### src/rtl/uart_pkg.sv
// Shared definitions for the UART receive path (and the planned transmit side).
package uart_pkg;

    localparam int PARITY_NONE = 0;
    localparam int PARITY_ODD  = 1;
    localparam int PARITY_EVEN = 2;

    localparam int         OVERSAMPLE = 16;
    localparam logic [3:0] SAMPLE_MID = 4'd7;
    localparam logic [3:0] SAMPLE_END = 4'd15;

    typedef enum logic [2:0] {
        ST_IDLE   = 3'd0,
        ST_START  = 3'd1,
        ST_DATA   = 3'd2,
        ST_PARITY = 3'd3,
        ST_STOP   = 3'd4
    } rx_state_t;

    // Clock cycles per oversample tick (integer truncation).
    function automatic int baud_div(input int clk_freq, input int baud);
        return clk_freq / (baud * OVERSAMPLE);
    endfunction

    // True when the received parity bit matches the configured mode.
    function automatic logic parity_ok(input logic data_xor, input logic pbit, input int mode);
        logic x;
        logic ok;
        x = data_xor ^ pbit;
        case (mode)
            PARITY_ODD:  ok = x;
            PARITY_EVEN: ok = ~x;
            default:     ok = 1'b1;
        endcase
        return ok;
    endfunction

endpackage

### src/rtl/sync_fifo.sv
// Single-clock show-ahead FIFO; dout presents the head entry while not empty.
module sync_fifo #(
    parameter int WIDTH = 8,
    parameter int DEPTH = 16
) (
    input  logic                     clk,
    input  logic                     rst,
    input  logic                     push,
    input  logic                     pop,
    input  logic [WIDTH-1:0]         din,
    output logic [WIDTH-1:0]         dout,
    output logic                     full,
    output logic                     empty,
    output logic [$clog2(DEPTH):0]   count
);

    localparam int AW = $clog2(DEPTH);
    localparam int CW = AW + 1;
    localparam logic [CW-1:0] FULL_CNT = CW'(DEPTH);

    logic [WIDTH-1:0] mem [DEPTH];
    logic [AW-1:0]    wr_ptr;
    logic [AW-1:0]    rd_ptr;
    logic             pop_en;
    logic             push_en;

    assign empty   = (count == '0);
    assign full    = (count == FULL_CNT);
    assign pop_en  = pop & ~empty;
    // A pop in the same cycle frees a slot, so a full FIFO still accepts the push.
    assign push_en = push & (~full | pop_en);
    assign dout    = empty ? '0 : mem[rd_ptr];

    // Storage array; not reset, reads are masked while empty.
    always_ff @(posedge clk) begin
        if (push_en) begin
            mem[wr_ptr] <= din;
        end
    end

    // Pointer and occupancy bookkeeping; pointers wrap naturally at DEPTH.
    always_ff @(posedge clk) begin
        if (!rst) begin
            wr_ptr <= '0;
            rd_ptr <= '0;
            count  <= '0;
        end else begin
            if (push_en) begin
                wr_ptr <= wr_ptr + AW'(1);
            end
            if (pop_en) begin
                rd_ptr <= rd_ptr + AW'(1);
            end
            case ({push_en, pop_en})
                2'b10:   count <= count + CW'(1);
                2'b01:   count <= count - CW'(1);
                default: count <= count;
            endcase
        end
    end

endmodule

### src/rtl/uart_rx_fifo.sv
// 16x oversampled UART receiver feeding a show-ahead FIFO with sticky error flags.
module uart_rx_fifo
    import uart_pkg::*;
#(
    parameter int clk_freq   = 50000000,
    parameter int baud       = 115200,
    parameter int data_bits  = 8,
    parameter int parity     = 0,
    parameter int stop_bits  = 1,
    parameter int fifo_depth = 16
) (
    input  logic                          clk,
    input  logic                          rst,
    input  logic                          rx,
    input  logic                          rd,
    input  logic                          clr_err,
    output logic [data_bits-1:0]          rx_data,
    output logic                          rx_valid,
    output logic [$clog2(fifo_depth):0]   fifo_count,
    output logic                          frame_err,
    output logic                          parity_err,
    output logic                          overrun
);

    localparam int              DIV       = baud_div(clk_freq, baud);
    localparam int              TW        = (DIV > 1) ? $clog2(DIV) : 1;
    localparam logic [TW-1:0]   DIV_LAST  = TW'(DIV - 1);
    localparam logic [2:0]      LAST_BIT  = 3'(data_bits - 1);
    localparam logic            STOP_LAST = (stop_bits > 1) ? 1'b1 : 1'b0;

    logic                  rx_meta;
    logic                  rx_sync;
    logic [TW-1:0]         tick_cnt;
    logic                  tick;
    rx_state_t             state;
    logic [3:0]            s_cnt;
    logic [2:0]            b_cnt;
    logic                  stop_cnt;
    logic [data_bits-1:0]  shreg;
    logic                  frame_bad;
    logic                  push;
    logic                  fifo_full;
    logic                  fifo_empty;
    logic                  pop_now;
    logic                  drop;

    assign tick     = (tick_cnt == DIV_LAST);
    assign pop_now  = rd & ~fifo_empty;
    assign drop     = push & fifo_full & ~pop_now;
    assign rx_valid = ~fifo_empty;

    // Two-flop synchroniser for the asynchronous line, preset to idle-high.
    always_ff @(posedge clk) begin
        if (!rst) begin
            rx_meta <= 1'b1;
            rx_sync <= 1'b1;
        end else begin
            rx_meta <= rx;
            rx_sync <= rx_meta;
        end
    end

    // Free-running oversample divider; tick is high on the wrap cycle.
    always_ff @(posedge clk) begin
        if (!rst) begin
            tick_cnt <= '0;
        end else if (tick) begin
            tick_cnt <= '0;
        end else begin
            tick_cnt <= tick_cnt + TW'(1);
        end
    end

    // Frame FSM plus sticky flags; later set assignments override clr_err.
    always_ff @(posedge clk) begin
        if (!rst) begin
            state      <= ST_IDLE;
            s_cnt      <= 4'd0;
            b_cnt      <= 3'd0;
            stop_cnt   <= 1'b0;
            shreg      <= '0;
            frame_bad  <= 1'b0;
            push       <= 1'b0;
            frame_err  <= 1'b0;
            parity_err <= 1'b0;
            overrun    <= 1'b0;
        end else begin
            push <= 1'b0;
            if (clr_err) begin
                frame_err  <= 1'b0;
                parity_err <= 1'b0;
                overrun    <= 1'b0;
            end
            if (drop) begin
                overrun <= 1'b1;
            end
            if (tick) begin
                case (state)
                    ST_IDLE: begin
                        if (!rx_sync) begin
                            state <= ST_START;
                            s_cnt <= 4'd0;
                        end
                    end
                    ST_START: begin
                        if (s_cnt == SAMPLE_MID) begin
                            s_cnt <= 4'd0;
                            if (!rx_sync) begin
                                state     <= ST_DATA;
                                b_cnt     <= 3'd0;
                                frame_bad <= 1'b0;
                            end else begin
                                state <= ST_IDLE;
                            end
                        end else begin
                            s_cnt <= s_cnt + 4'd1;
                        end
                    end
                    ST_DATA: begin
                        if (s_cnt == SAMPLE_END) begin
                            s_cnt <= 4'd0;
                            shreg <= {rx_sync, shreg[data_bits-1:1]};
                            if (b_cnt == LAST_BIT) begin
                                b_cnt    <= 3'd0;
                                stop_cnt <= 1'b0;
                                state    <= (parity != PARITY_NONE) ? ST_PARITY : ST_STOP;
                            end else begin
                                b_cnt <= b_cnt + 3'd1;
                            end
                        end else begin
                            s_cnt <= s_cnt + 4'd1;
                        end
                    end
                    ST_PARITY: begin
                        if (s_cnt == SAMPLE_END) begin
                            s_cnt <= 4'd0;
                            state <= ST_STOP;
                            if (!parity_ok(^shreg, rx_sync, parity)) begin
                                frame_bad  <= 1'b1;
                                parity_err <= 1'b1;
                            end
                        end else begin
                            s_cnt <= s_cnt + 4'd1;
                        end
                    end
                    ST_STOP: begin
                        if (s_cnt == SAMPLE_END) begin
                            s_cnt <= 4'd0;
                            if (!rx_sync) begin
                                frame_bad <= 1'b1;
                                frame_err <= 1'b1;
                            end
                            if (stop_cnt == STOP_LAST) begin
                                state <= ST_IDLE;
                                push  <= rx_sync & ~frame_bad;
                            end else begin
                                stop_cnt <= stop_cnt + 1'b1;
                            end
                        end else begin
                            s_cnt <= s_cnt + 4'd1;
                        end
                    end
                    default: begin
                        state <= ST_IDLE;
                    end
                endcase
            end
        end
    end

    sync_fifo #(
        .WIDTH (data_bits),
        .DEPTH (fifo_depth)
    ) u_fifo (
        .clk   (clk),
        .rst   (rst),
        .push  (push),
        .pop   (rd),
        .din   (shreg),
        .dout  (rx_data),
        .full  (fifo_full),
        .empty (fifo_empty),
        .count (fifo_count)
    );

endmodule
### config.mk
export PLATFORM = sky130hd
export DESIGN_NAME = uart_rx_fifo
export DESIGN_NICKNAME = d
export VERILOG_FILES = /design/src/rtl/uart_pkg.sv /design/src/rtl/sync_fifo.sv /design/src/rtl/uart_rx_fifo.sv
export SDC_FILE = /design/constraint.sdc
export NUM_CORES = 1
export LEC_CHECK = 0
export ABC_CLOCK_PERIOD_IN_PS = 2300
export CORE_AREA = 2 2 148 150
export DETAILED_ROUTE_END_ITERATION = 10
export DIE_AREA = 0 0 150 152
export HOLD_SLACK_MARGIN = 0.03
export PLACE_DENSITY = 0.63
export SYNTH_ARGS = -nofsm -noshare
export SYNTH_HDL_FRONTEND = slang
export SYNTH_SLANG_ARGS = --single-unit
export TNS_END_PERCENT = 20
### constraint.sdc
create_clock -name clk -period 2.3 [get_ports clk]
set_clock_uncertainty 0.1 [all_clocks]
set_input_delay 0.46 -clock clk [delete_from_list [all_inputs] [get_ports clk]]
set_output_delay 0.46 -clock clk [all_outputs]
set_load 0.005 [all_outputs]
Yosys cells after proc, flatten, opt, wreduce, memory -nomap -nowiden
Memories as Yosys holds them, arrays and structs flattened. A register that Yosys moved wholly into a read port is not among the register bits.
Index checks and enable logic that the tools add are counted.
{ "op_classes": {"addsub": 8, "n_eq_ne": 21, "muxes": 52, "bitwise": 14, "n_reduce_logical": 17} }
{ "op_table": {"columns": ["op", "count"], "rows": [
  ["3-bit two-way mux", 11],
  ["1-bit two-way mux", 28],
  ["4-bit two-way mux", 5],
  ["2-bit inequality test, second input constant", 10],
  ["8-bit AND reduction", 2],
  ["3-bit one-hot mux with 5 select lines", 1],
  ["4-bit by 1-bit adder with 4-bit output, second input constant", 3],
  ["4-bit one-hot mux with 3 select lines", 1],
  ["5-bit by 1-bit adder with 5-bit output, second input constant", 2],
  ["5-bit == test, second input constant", 2],
  ["5-bit one-hot mux with 2 select lines", 1],
  ["5-bit AND reduction", 2],
  ["8-bit two-way mux", 1],
  ["1-bit NOT", 8],
  ["2-bit nonzero test", 4],
  ["3-bit by 2-bit == test with 1-bit output, second input constant", 2],
  ["3-bit == test, second input constant", 2],
  ["3-bit one-hot mux with 2 select lines", 1],
  ["3-bit AND reduction", 2],
  ["3-bit nonzero test", 2],
  ["1-bit AND", 5],
  ["5-bit logical NOT", 1],
  ["5-bit OR reduction", 1],
  ["5-bit by 1-bit subtractor with 5-bit output, second input constant", 1],
  ["14 further kinds", 14]
]} }
{ "totals": {"ff_bits": 44, "mem_bits_rw": 128, "wordCells": 129, "mem_count": 1} }
{ "memory_table": {"columns": ["memory", "depth", "width", "rd", "rd_ports_with_merged_regs", "wr", "line", "rtl"], "rows": [
  ["u_fifo.mem", 16, 8, 1, 1, 1, "sync_fifo.sv:21", "logic [WIDTH-1:0] mem [DEPTH];"]
]} }

Logic depth before layout (Yosys ltp)
Gate-level depths: netlist (run 1).
{ "depth": {"word_depth": 9, "depth_mapped": 10, "mapped_depth_nobuf": 8} }

Modules after synthesis
Synthesis (run 1) repeated with hierarchy kept, for this count alone.
{ "hier_totals": {"cells_unflattened": 487, "area_unflattened_um2": 7459.7} }
{ "by_module_without_submodules": {"columns": ["module", "n_inst", "cells_each", "area_per_inst_um2", "seq_area_each_um2"], "rows": [
  ["sync_fifo", 1, 330, 5999.5, 4184.0],
  ["uart_rx_fifo", 1, 157, 1460.2, 580.6]
]} }

Least setup slack after synthesis (run 1)
Ideal clock, no wire load.
{ "synth_timing": {"kind": "reg2reg", "from": "register u_fifo.count[1]", "to": "register u_fifo.count[4]", "t_arrival_ps": 2295, "t_required_ps": 2077, "setup_slack_ps": -218, "stages_incl_launch_ff": 11, "path_buffers": 2, "period_less_slack_ps": 2518, "path_cell_list": "dfxtp_1 buf_6 or4_4 buf_6 o21a_4 xor2_1 ha_1 or3_1 a21oi_1 a32oi_1 mux2i_1"} }
{ "synth_between": {"elab_chain_cells": 7, "elab_cells_between_ends": 13, "classes_between": "2 x add/sub; 3 x eq/ne; 1 x mux; 5 x bitwise; 2 x reduce/logical"} }
{ "synth_lines": {"columns": ["item", "line", "rtl"], "rows": [
  ["start: declaration", "sync_fifo.sv:14", "output logic [$clog2(DEPTH):0] count"],
  ["start signal: assignment", "sync_fifo.sv:55", "2'b10: count <= count + CW'(1);"],
  ["start signal: assignment", "sync_fifo.sv:56", "2'b01: count <= count - CW'(1);"],
  ["start signal: assignment", "sync_fifo.sv:57", "default: count <= count;"],
  ["5-bit logical NOT", "sync_fifo.sv:27", "assign empty = (count == '0);"],
  ["1-bit NOT", "sync_fifo.sv:29", "assign pop_en = pop & ~empty;"],
  ["1-bit AND", "sync_fifo.sv:29", null],
  ["1-bit OR", "sync_fifo.sv:31", "assign push_en = push & (~full | pop_en);"],
  ["1-bit AND", "sync_fifo.sv:31", null],
  ["2-bit by 1-bit == test with 1-bit output or 2-bit == test (tied branches)", "sync_fifo.sv:54", "case ({push_en, pop_en})"],
  ["5-bit one-hot mux with 2 select lines or 2-bit nonzero test (tied branches)", null, null]
]} }
Parallel ways exist; a longest one is shown, timed or not.
A chain may end at the register's enable or synchronous reset.

==> flow_summary.yaml, run 1 <==
final_layout:
  nNetsFinal: 554
  antenna_cells: 0
  area_delta_synth_final_pct: 23.7
  post-route-cell-area_mm2: 0.00904
  final_layout_size_suffix_gt1_share_pct: 30.9
  utilization_pct: 42.3
  fillCellCount: 1922
cts:
  clk_pin_slew_ps: 70
  htree_levels: 4
  cts_buffers: 17
  clock-sinks: 174
  cts_tree: "done"
  worstSkewPairLatency_ps: 430
  max-clock-path-buffers: 2
  cts-root-buf: "clkbuf_16"
critical_path:
  critPathMaxStageDelay_ps: 500
  critPathArrivalTime_ps: 2040
  reg2reg_from: "u_fifo.count[2]"
  worstPathCellList: "buf_8 -> buf_6 -> mux4_2 -> mux2i_2 -> o22ai_2 -> buf_2"
  crit_path_end_kind: "output port"
  worstSetupPathType: "flip-flop to output port"
  required_ps: 1740
  startpoint_type: "flip-flop"
  slowest_stage: "mux4_2"
  crit_fanout: 6
floorplan:
  fp.dieH_um: 152
  core_mm2: 0.0214
  rows: 54
  initial_core_util_pct: 34.2
  io_pins: 22
  fp.dieW_um: 150
  die_area_mm2: 0.0228
timing:
  setup_viol: 10
  worst_slack_ps: -298
  fmax_mhz: 385
  timing.setup.tns_ps: -2080
  min_period_ps: 2600
  tightest_slew_ps: 738
  report.final.slew_viol_count: 0
  rsz0062_at_grt: "true"
  finalHoldViolations: 0
  holdWs_ps: 321
  relSlewSlack_pct: 50.7
  finalCritPeriodShare_pct: 113
place:
  place_area_mm2: 0.00825
  place_congestion: 0.778
  io_buffers: 20
  dpl.hpwl_um: 9750
logic_synthesis:
  synth.mux.area_fraction_pct: 14.8
  synth_compound_gate_area_share_pct: 4.91
  synth_nets: 488
  synth_area_per_cell_um2: 15.5
  yosys.area_share.simple_pct: 10.0
  synthFlopType: "edfxtp_1"
  ys_ff_latch: 174
  synth_warnings: 0
  synth_cells: 471
  synth-xor-area-share_pct: 1.08
  synth_top_family_by_area: "multiplexers"
  synth_cell_type_count: 60
  syn_area_mm2: 0.00731
  synth_async_sr_flop_share_pct: 0
  yosysSeqAreaShare_pct: 65.2
  synth_edf_count: 128
  synthAdderAreaFrac_pct: 2.05
grt:
  grt_pass1_wl_um: 24600
  grt.busiest_layer: "met2"
  gr-usage-all-layers_pct: 14.3
  grt_pass1_vias: 4394
  use_met3_pct: 3.69
  overflow: 0
  met1_usage_pct: 19.1
  grt_max_degree: 33
  use_met2_pct: 23.4
  antenna_found_initial: 0
outcome:
  failed_checks: "setup timing"
  outcome: "finished, violations left"
job:
  cap_violations: 0
detailed_routing:
  postRouteAntennaNets: 0
  num_vias: 4242
  routed_wl_um: 15500
  route.detailed.drc: 0
  firstDrtPassIters: 5
  wire_per_inst_um: 18.6
  vias_per_cell: 5.11
  drt_first_iter_violations: 243
power_and_ir_drop:
  p_leak_nw: 3.12
  p_sw_share_pct: 27.3
  p_int_w: 0.00636
  p_sw_w: 0.00238
  p_comb_share_pct: 26.8
  ir_drop_mv: 0.666
  p_clk_share_pct: 33.5
  p_per_area_mw_per_mm2: 967
  power_frac_seq_pct: 39.7
hold_path:
  hold_class: "flip-flop to flip-flop"
  min-delay-start: "rx_meta"
-- final timing paths --
path	to	slack (ps)	cells past startpoint
worst min-delay path	rx_sync	320	1
worst max register to register	u_fifo.count[4]	-40	8
worst max-delay path	rx_data[1]	-300	6
worst min register to register	rx_sync	320	1
-- flip-flops by register name, indices dropped and copies added, names as in the netlist, named ones only --
name           count
u_fifo.mem       128
shreg              8
tick_cnt           5
u_fifo.count       5
s_cnt              4
u_fifo.rd_ptr      4
u_fifo.wr_ptr      4
b_cnt              3
state              3
frame_bad          1
frame_err          1
overrun            1
push               1
rx_meta            1
rx_sync            1
-- placed cells by master, fill, tap and decap left out, drive strengths merged, types with 3 or more instances in the layout --
master and n:
and2 16, nor3 7, nand3 11, or3b 4, or2 3, nand3b 4
o211ai 4, nor3b 4, dfxtp 46, o21ai 11, a21oi 15, mux2i 34
ha 12, nor2b 4, nor2 30, nand2 15, or3 5, o21a 4
clkdlybuf4s50 11, inv 11, mux4 32, clkinv 5, buf 58, edfxtp 128
xor2 7, clkbuf 19, nand2b 8, nand4b 5, o22ai 8
-- synthesized netlist by cell type, types with 5 or more instances --
master / instances / area [um^2]
a21oi_1: 14 / 70.1
o21ai_0: 9 / 45.0
nor3_1: 6 / 30.0
buf_2: 6 / 30.0
mux4_2: 32 / 721
dfxtp_1: 46 / 921
o22ai_1: 8 / 50.1
nand3_1: 11 / 55.1
mux2i_1: 33 / 330
edfxtp_1: 128 / 3840
nand2_1: 15 / 56.3
nor2_1: 30 / 113
ha_1: 12 / 150
nand2b_1: 8 / 50.1
and2_1: 16 / 100
clkbuf_1: 13 / 48.8
xor2_1: 7 / 61.3
inv_1: 5 / 18.8
-- logic make-up (layout without fill, tap and decap cells) --
group                    after synthesis  in the layout
XOR/XNOR                               9              9
buffers and inverters                 29            108
flip-flops                           174            174
other                                  1              1
AND/OR/NAND/NOR                      125            125
AO/OA/AOI/OAI                         54             54
adder cells (fa/ha/maj)               12             12
multiplexers                          67             67
-- what timing repair did --
action / in CTS / in global routing
pin swaps: 8 / 7
gates cloned: 3 / 0
resized for setup: 54 / 24
hold buffers: 0 / 0
setup endpoints to repair: 12 / 129
setup buffers: 11 / 1
-- power groups by stage --
stage | sequential, W | clock [W] | combinational, W
after floorplan | 0.00351 | 0 | 0.00121
after global placement | 0.00352 | 0 | 0.00210
after detailed placement | 0.00352 | 0 | 0.00214
after CTS | 0.00347 | 0.00297 | 0.00246
after global routing | 0.00348 | 0.00309 | 0.00253
final | 0.00347 | 0.00293 | 0.00235
-- stage by stage --
step,setup WS [ps],std cells,power (W)
final,-298,830,0.00874
after global routing,-365,830,0.00910
after floorplan,-164,471,0.00472
after detailed placement,-266,791,0.00566
after global placement,-202,791,0.00561
after CTS,-378,836,0.00890
-- layout make-up --
cell class	instances	area [um^2]	area share, %
Sequential cell	174	4770	52.8
Timing Repair Buffer	70	722	7.99
Clock buffer	19	453	5.01
Clock inverter	13	153	1.69
Multi-Input combinational cell	268	2570	28.4
Tap cell	280	350	3.88
Inverter	6	22.5	0.249
-- routing by layer --
metal	vias to the layer above	routed length, um
li1	1962	-
met1	2165	7030
met2	103	7740
met3	12	552
met4	0	132
met5	-	0
-- critical path, delay by kind of cell (launching register included) --
family / cells / cell delay, ps
AOI/OAI and AO/OA: 1 / 120
DFF: 1 / 410
muxes: 2 / 690
buffers and inverters: 3 / 380
(Power assumes the default switching activity.)
==> run 2: changes to the inputs <==
Settings changed: CORE_AREA 2 2 148 150 to 8 8 154 156, DIE_AREA 0 0 150 152 to 0 0 162 164.
==> flow_summary.yaml, run 2 (synthesis gave the netlist of run 1 again) <==
cts:
  worstSkewPairLatency_ps: 430
  cts_tree: "done"
  clock-sinks: 174
  hold_buffers: 0
  htree_levels: 4
  max-clock-path-buffers: 2
  cts-root-buf: "clkbuf_16"
  cts_buffers: 17
  clk_pin_slew_ps: 70
place:
  place_congestion: 0.815
  dpl.hpwl_um: 9830
  io_buffers: 20
  place_area_mm2: 0.00819
timing:
  report.final.slew_viol_count: 0
  finalCritPeriodShare_pct: 114
  fmax_mhz: 381
  min_period_ps: 2630
  relSlewSlack_pct: 47.8
  tightest_slew_ps: 781
  rsz0062_at_grt: "true"
  setup_viol: 9
  finalHoldViolations: 0
  holdWs_ps: 317
  worst_slack_ps: -328
final_layout:
  post-route-cell-area_mm2: 0.00902
  utilization_pct: 42.3
  largest_reg_flops: 128
  largest-register: "u_fifo.mem"
  fillCellCount: 1934
  area_delta_synth_final_pct: 23.4
  final_layout_size_suffix_gt1_share_pct: 30.2
  mostFrequentLayoutCell: "edfxtp_1"
  final_cell_mix: "128 x edfxtp_1, 43 x dfxtp_1, 32 x mux4_2"
  nNetsFinal: 554
  antenna_cells: 0
  top_regs: "u_fifo.mem: 128 flops, shreg: 8 flops"
detailed_routing:
  routed_wl_um: 15100
  vias_per_cell: 5.06
  top_layer: "met4"
  route.detailed.drc: 0
  wl_met2_um: 7450
  num_vias: 4202
  wire_per_inst_um: 18.1
  postRouteAntennaNets: 0
  firstDrtPassIters: 6
  drt_first_iter_violations: 303
  wl_met1_um: 6810
  wl_met3_um: 644
floorplan:
  die_area_mm2: 0.0266
  fp.dieH_um: 164
  io_pins: 22
  rows: 54
  fp.dieW_um: 162
  initial_core_util_pct: 34.2
  core_mm2: 0.0214
critical_path:
  crit_fanout: 5
  reg2reg_slack_ps: -60
  startpoint_type: "flip-flop"
  critPathArrivalTime_ps: 2070
  worstSetupPathType: "flip-flop to output port"
  required_ps: 1740
  crit_path_end_kind: "output port"
power_and_ir_drop:
  p_comb_share_pct: 26.6
  p_sw_share_pct: 27.1
  ir_drop_mv: 0.560
  p_leak_nw: 3.11
  p_int_w: 0.00636
  p_sw_w: 0.00237
  p_clk_share_pct: 33.6
  power_frac_seq_pct: 39.8
  p_per_area_mw_per_mm2: 967
grt:
  gr-usage-all-layers_pct: 11.8
  overflow: 0
  grt_max_degree: 32
  grt_pass1_wl_um: 24000
  grt_pass1_vias: 4232
  antenna_found_initial: 0
job:
  cap_violations: 0
outcome:
  outcome: "finished, violations left"
  failed_checks: "setup timing"
hold_path:
  hold_class: "flip-flop to flip-flop"
## run 2: changes by cell type in the layout (fill, tap and decap cells not counted), sizes merged
cell	previous run	this run
inv	11	14
buf	58	59
clkinv	5	3
clkbuf	19	17
clkinvlp	1	2
dlymetal6s2s	1	0
## run 2: path summary, 6_finish.rpt
check	startpoint	to	cells past startpoint
worst max register to register	u_fifo.count[0]	u_fifo.count[4]	8
worst max-delay path	flip-flop	rx_data[2]	6
worst min-delay path	rx_meta	rx_sync	1
worst min register to register	rx_meta	rx_sync	1
## run 2: through the flow
step | setup WS [ps] | setup TNS (ps) | cells | total power, W
after floorplan | -164 | -334 | 471 | 0.00472
after global placement | -194 | -13220 | 786 | 0.00552
after detailed placement | -245 | -21380 | 786 | 0.00557
after CTS | -347 | -2720 | 830 | 0.00878
after global routing | -382 | -3160 | 830 | 0.00908
final | -328 | -2520 | 830 | 0.00872
## run 2: area by class of cell
cell class / instances / area [um^2] / area share, %
clock buffers: 17 / 425 / 4.72
clock inverters: 15 / 174 / 1.93
inverters: 6 / 22.5 / 0.250
multi-input cells: 268 / 2520 / 28.0
flip-flops and latches: 174 / 4770 / 52.9
well taps: 280 / 350 / 3.88
repair buffers: 70 / 756 / 8.38
## run 2: what timing repair did
action                                  4_1_cts  5_1_grt
gates resized for setup                      59       14
setup buffers                                11        1
gates cloned                                  1        0
pin swaps                                     9        5
endpoints found under the setup margin       12      107
## run 2: worst max-delay path: stages (launching register included)
cell and delay, ps:
dfxtp_4 420, buf_12 130, buf_12 100, mux4_2 540
mux2i_2 210, o22ai_1 100, buf_2 130
## run 2: routing by layer
metal | track usage, % | up-vias
li1 | - | 1948
met1 | 14.9 | 2158
met2 | 19.1 | 84
met3 | 3.51 | 12
met4 | 3.79 | 0
met5 | 0 | -
## run 2: power by group through the flow
stage | clock network, W | registers [W] | logic [W]
finish | 0.00293 | 0.00347 | 0.00232
CTS | 0.00298 | 0.00347 | 0.00233
global placement | 0 | 0.00351 | 0.00201
detailed placement | 0 | 0.00351 | 0.00205
floorplan | 0 | 0.00351 | 0.00121
global route | 0.00311 | 0.00348 | 0.00250
==> run 3: changes to the inputs <==
Settings changed: CORE_AREA 8 8 154 156 to 8 8 130 132, DIE_AREA 0 0 162 164 to 0 0 138 140, GPL_TIMING_DRIVEN set to 0, PLACE_DENSITY 0.63 to 0.8.
==> flow_summary.yaml, run 3 (synthesis gave the netlist of run 1 again) <==
timing:
  finalHoldViolations: 0
  report.final.slew_viol_count: 0
  relSlewSlack_pct: 50.7
  finalCritPeriodShare_pct: 117
  tightest_slew_ps: 739
  rsz0062_at_grt: "true"
  setup_viol: 10
  min_period_ps: 2690
  fmax_mhz: 371
  worst_slack_ps: -392
cts:
  cts-root-buf: "clkbuf_16"
  worstSkewPairLatency_ps: 430
  cts_buffers: 17
  htree_levels: 4
  cts_tree: "done"
  clock-sinks: 174
  max-clock-path-buffers: 2
  clk_pin_slew_ps: 70
detailed_routing:
  route.detailed.drc: 0
  drt_first_iter_violations: 360
  firstDrtPassIters: 6
  postRouteAntennaNets: 0
  vias_per_cell: 5.84
  num_vias: 4245
  routed_wl_um: 15200
  wire_per_inst_um: 20.9
place:
  dpl.hpwl_um: 9280
  place_inst: 678
  place_congestion: 0.831
  place_area_mm2: 0.00774
  io_buffers: 19
grt:
  antenna_found_initial: 0
  grt_pass1_vias: 4404
  overflow: 0
  gr-usage-all-layers_pct: 15.8
  grt_pass1_wl_um: 23800
  grt_max_degree: 19
final_layout:
  area_delta_synth_final_pct: 19.0
  largest-register: "u_fifo.mem"
  post-route-cell-area_mm2: 0.00870
  final_cell_count_no_fill: 727
  final_layout_size_suffix_gt1_share_pct: 29.7
  nNetsFinal: 543
  top_regs: "u_fifo.mem: 128 flops, shreg: 8 flops"
  antenna_cells: 0
  fillCellCount: 1102
  final_cell_mix: "128 x edfxtp_1, 41 x dfxtp_1, 32 x mux4_2"
  mostFrequentLayoutCell: "edfxtp_1"
  largest_reg_flops: 128
critical_path:
  critPathMaxStageDelay_ps: 500
  critPathArrivalTime_ps: 2130
  slowest_stage: "mux4_2"
  crit_path_frequent_cell: "buf_12"
  worstPathCellList: "buf_12 -> buf_12 -> mux4_2 -> mux2i_2 -> o22ai_1 -> buf_2"
  required_ps: 1740
  crit_path_end_kind: "output port"
  startpoint_type: "flip-flop"
  worstSetupPathType: "flip-flop to output port"
  crit_fanout: 6
floorplan:
  rows: 45
  fp.dieW_um: 138
  die_area_mm2: 0.0193
  core_mm2: 0.0149
  initial_core_util_pct: 49.2
  fp.dieH_um: 140
  io_pins: 22
outcome:
  outcome: "finished, violations left"
  failed_checks: "setup timing"
power_and_ir_drop:
  power.total_w: 0.00877
  p_leak_nw: 3.01
  ir_drop_mv: 0.601
  p_per_area_mw_per_mm2: 1010
job:
  cap_violations: 0
hold_path:
  hold_class: "primary input to flip-flop"
==> run 3: worst max-delay path: cells and delay by family, from the launching register on <==
kind / cells / cell delay, ps
flip-flops: 1 / 450
multiplexers: 2 / 720
AO/OA/AOI/OAI: 1 / 120
buffers and inverters: 3 / 400
==> run 3: final timing paths <==
| check | startpoint | end | slack, ps | cells past startpoint |
|---|---|---|---|---|
| worst min-delay path | rst | rx_meta | 310 | 2 |
| worst max-delay path | flip-flop | rx_data[4] | -390 | 6 |
| worst max register to register | u_fifo.count[0] | u_fifo.count[4] | -60 | 8 |
| worst min register to register | rx_meta | rx_sync | 320 | 1 |
==> run 3: metrics by stage <==
| stage | setup WS, ps | utilization, % | hold WS, ps | setup TNS, ps |
|---|---|---|---|---|
| finish | -392 | 58.5 | 307 | -2820 |
| global route | -447 | 58.5 | 343 | -3750 |
| CTS | -378 | 58.2 | 309 | -2820 |
| detailed placement | -810 | 52.1 | 312 | -59230 |
| global placement | -776 | 52.1 | 295 | -53530 |
| floorplan | -164 | - | 286 | -334 |
==> run 3: what timing repair did <==
item | CTS | global route
resized for setup | 82 | 19
hold buffers | 0 | 0
gates cloned | 1 | 0
pin swaps | 14 | 11
setup buffers | 20 | 2
endpoints found under the setup margin | 78 | 108
==> run 3: area by class of cell <==
cell class / count / area, um^2 / area share, %
Buffer: 18 / 143 / 1.64
Clock buffer: 17 / 425 / 4.89
Clock inverter: 15 / 199 / 2.29
Inverter: 6 / 22.5 / 0.259
Multi-Input combinational cell: 268 / 2530 / 29.1
Sequential cell: 174 / 4780 / 54.9
Tap cell: 188 / 235 / 2.70
Timing Repair Buffer: 41 / 362 / 4.16
==> run 3: per-layer routing <==
metal,up-vias,global-route usage [%],share of wire (%)
met3,18,4.53,5.2
met2,129,26.0,50
met5,-,0,0
met4,0,5.49,1.3
met1,2163,19.5,43
li1,1935,-,-
==> run 3: where the power goes <==
part,internal [W],switching (W)
Sequential,0.00340,0.000114
Combinational,0.00124,0.000982
Clock,0.00175,0.00128
Total,0.00639,0.00238
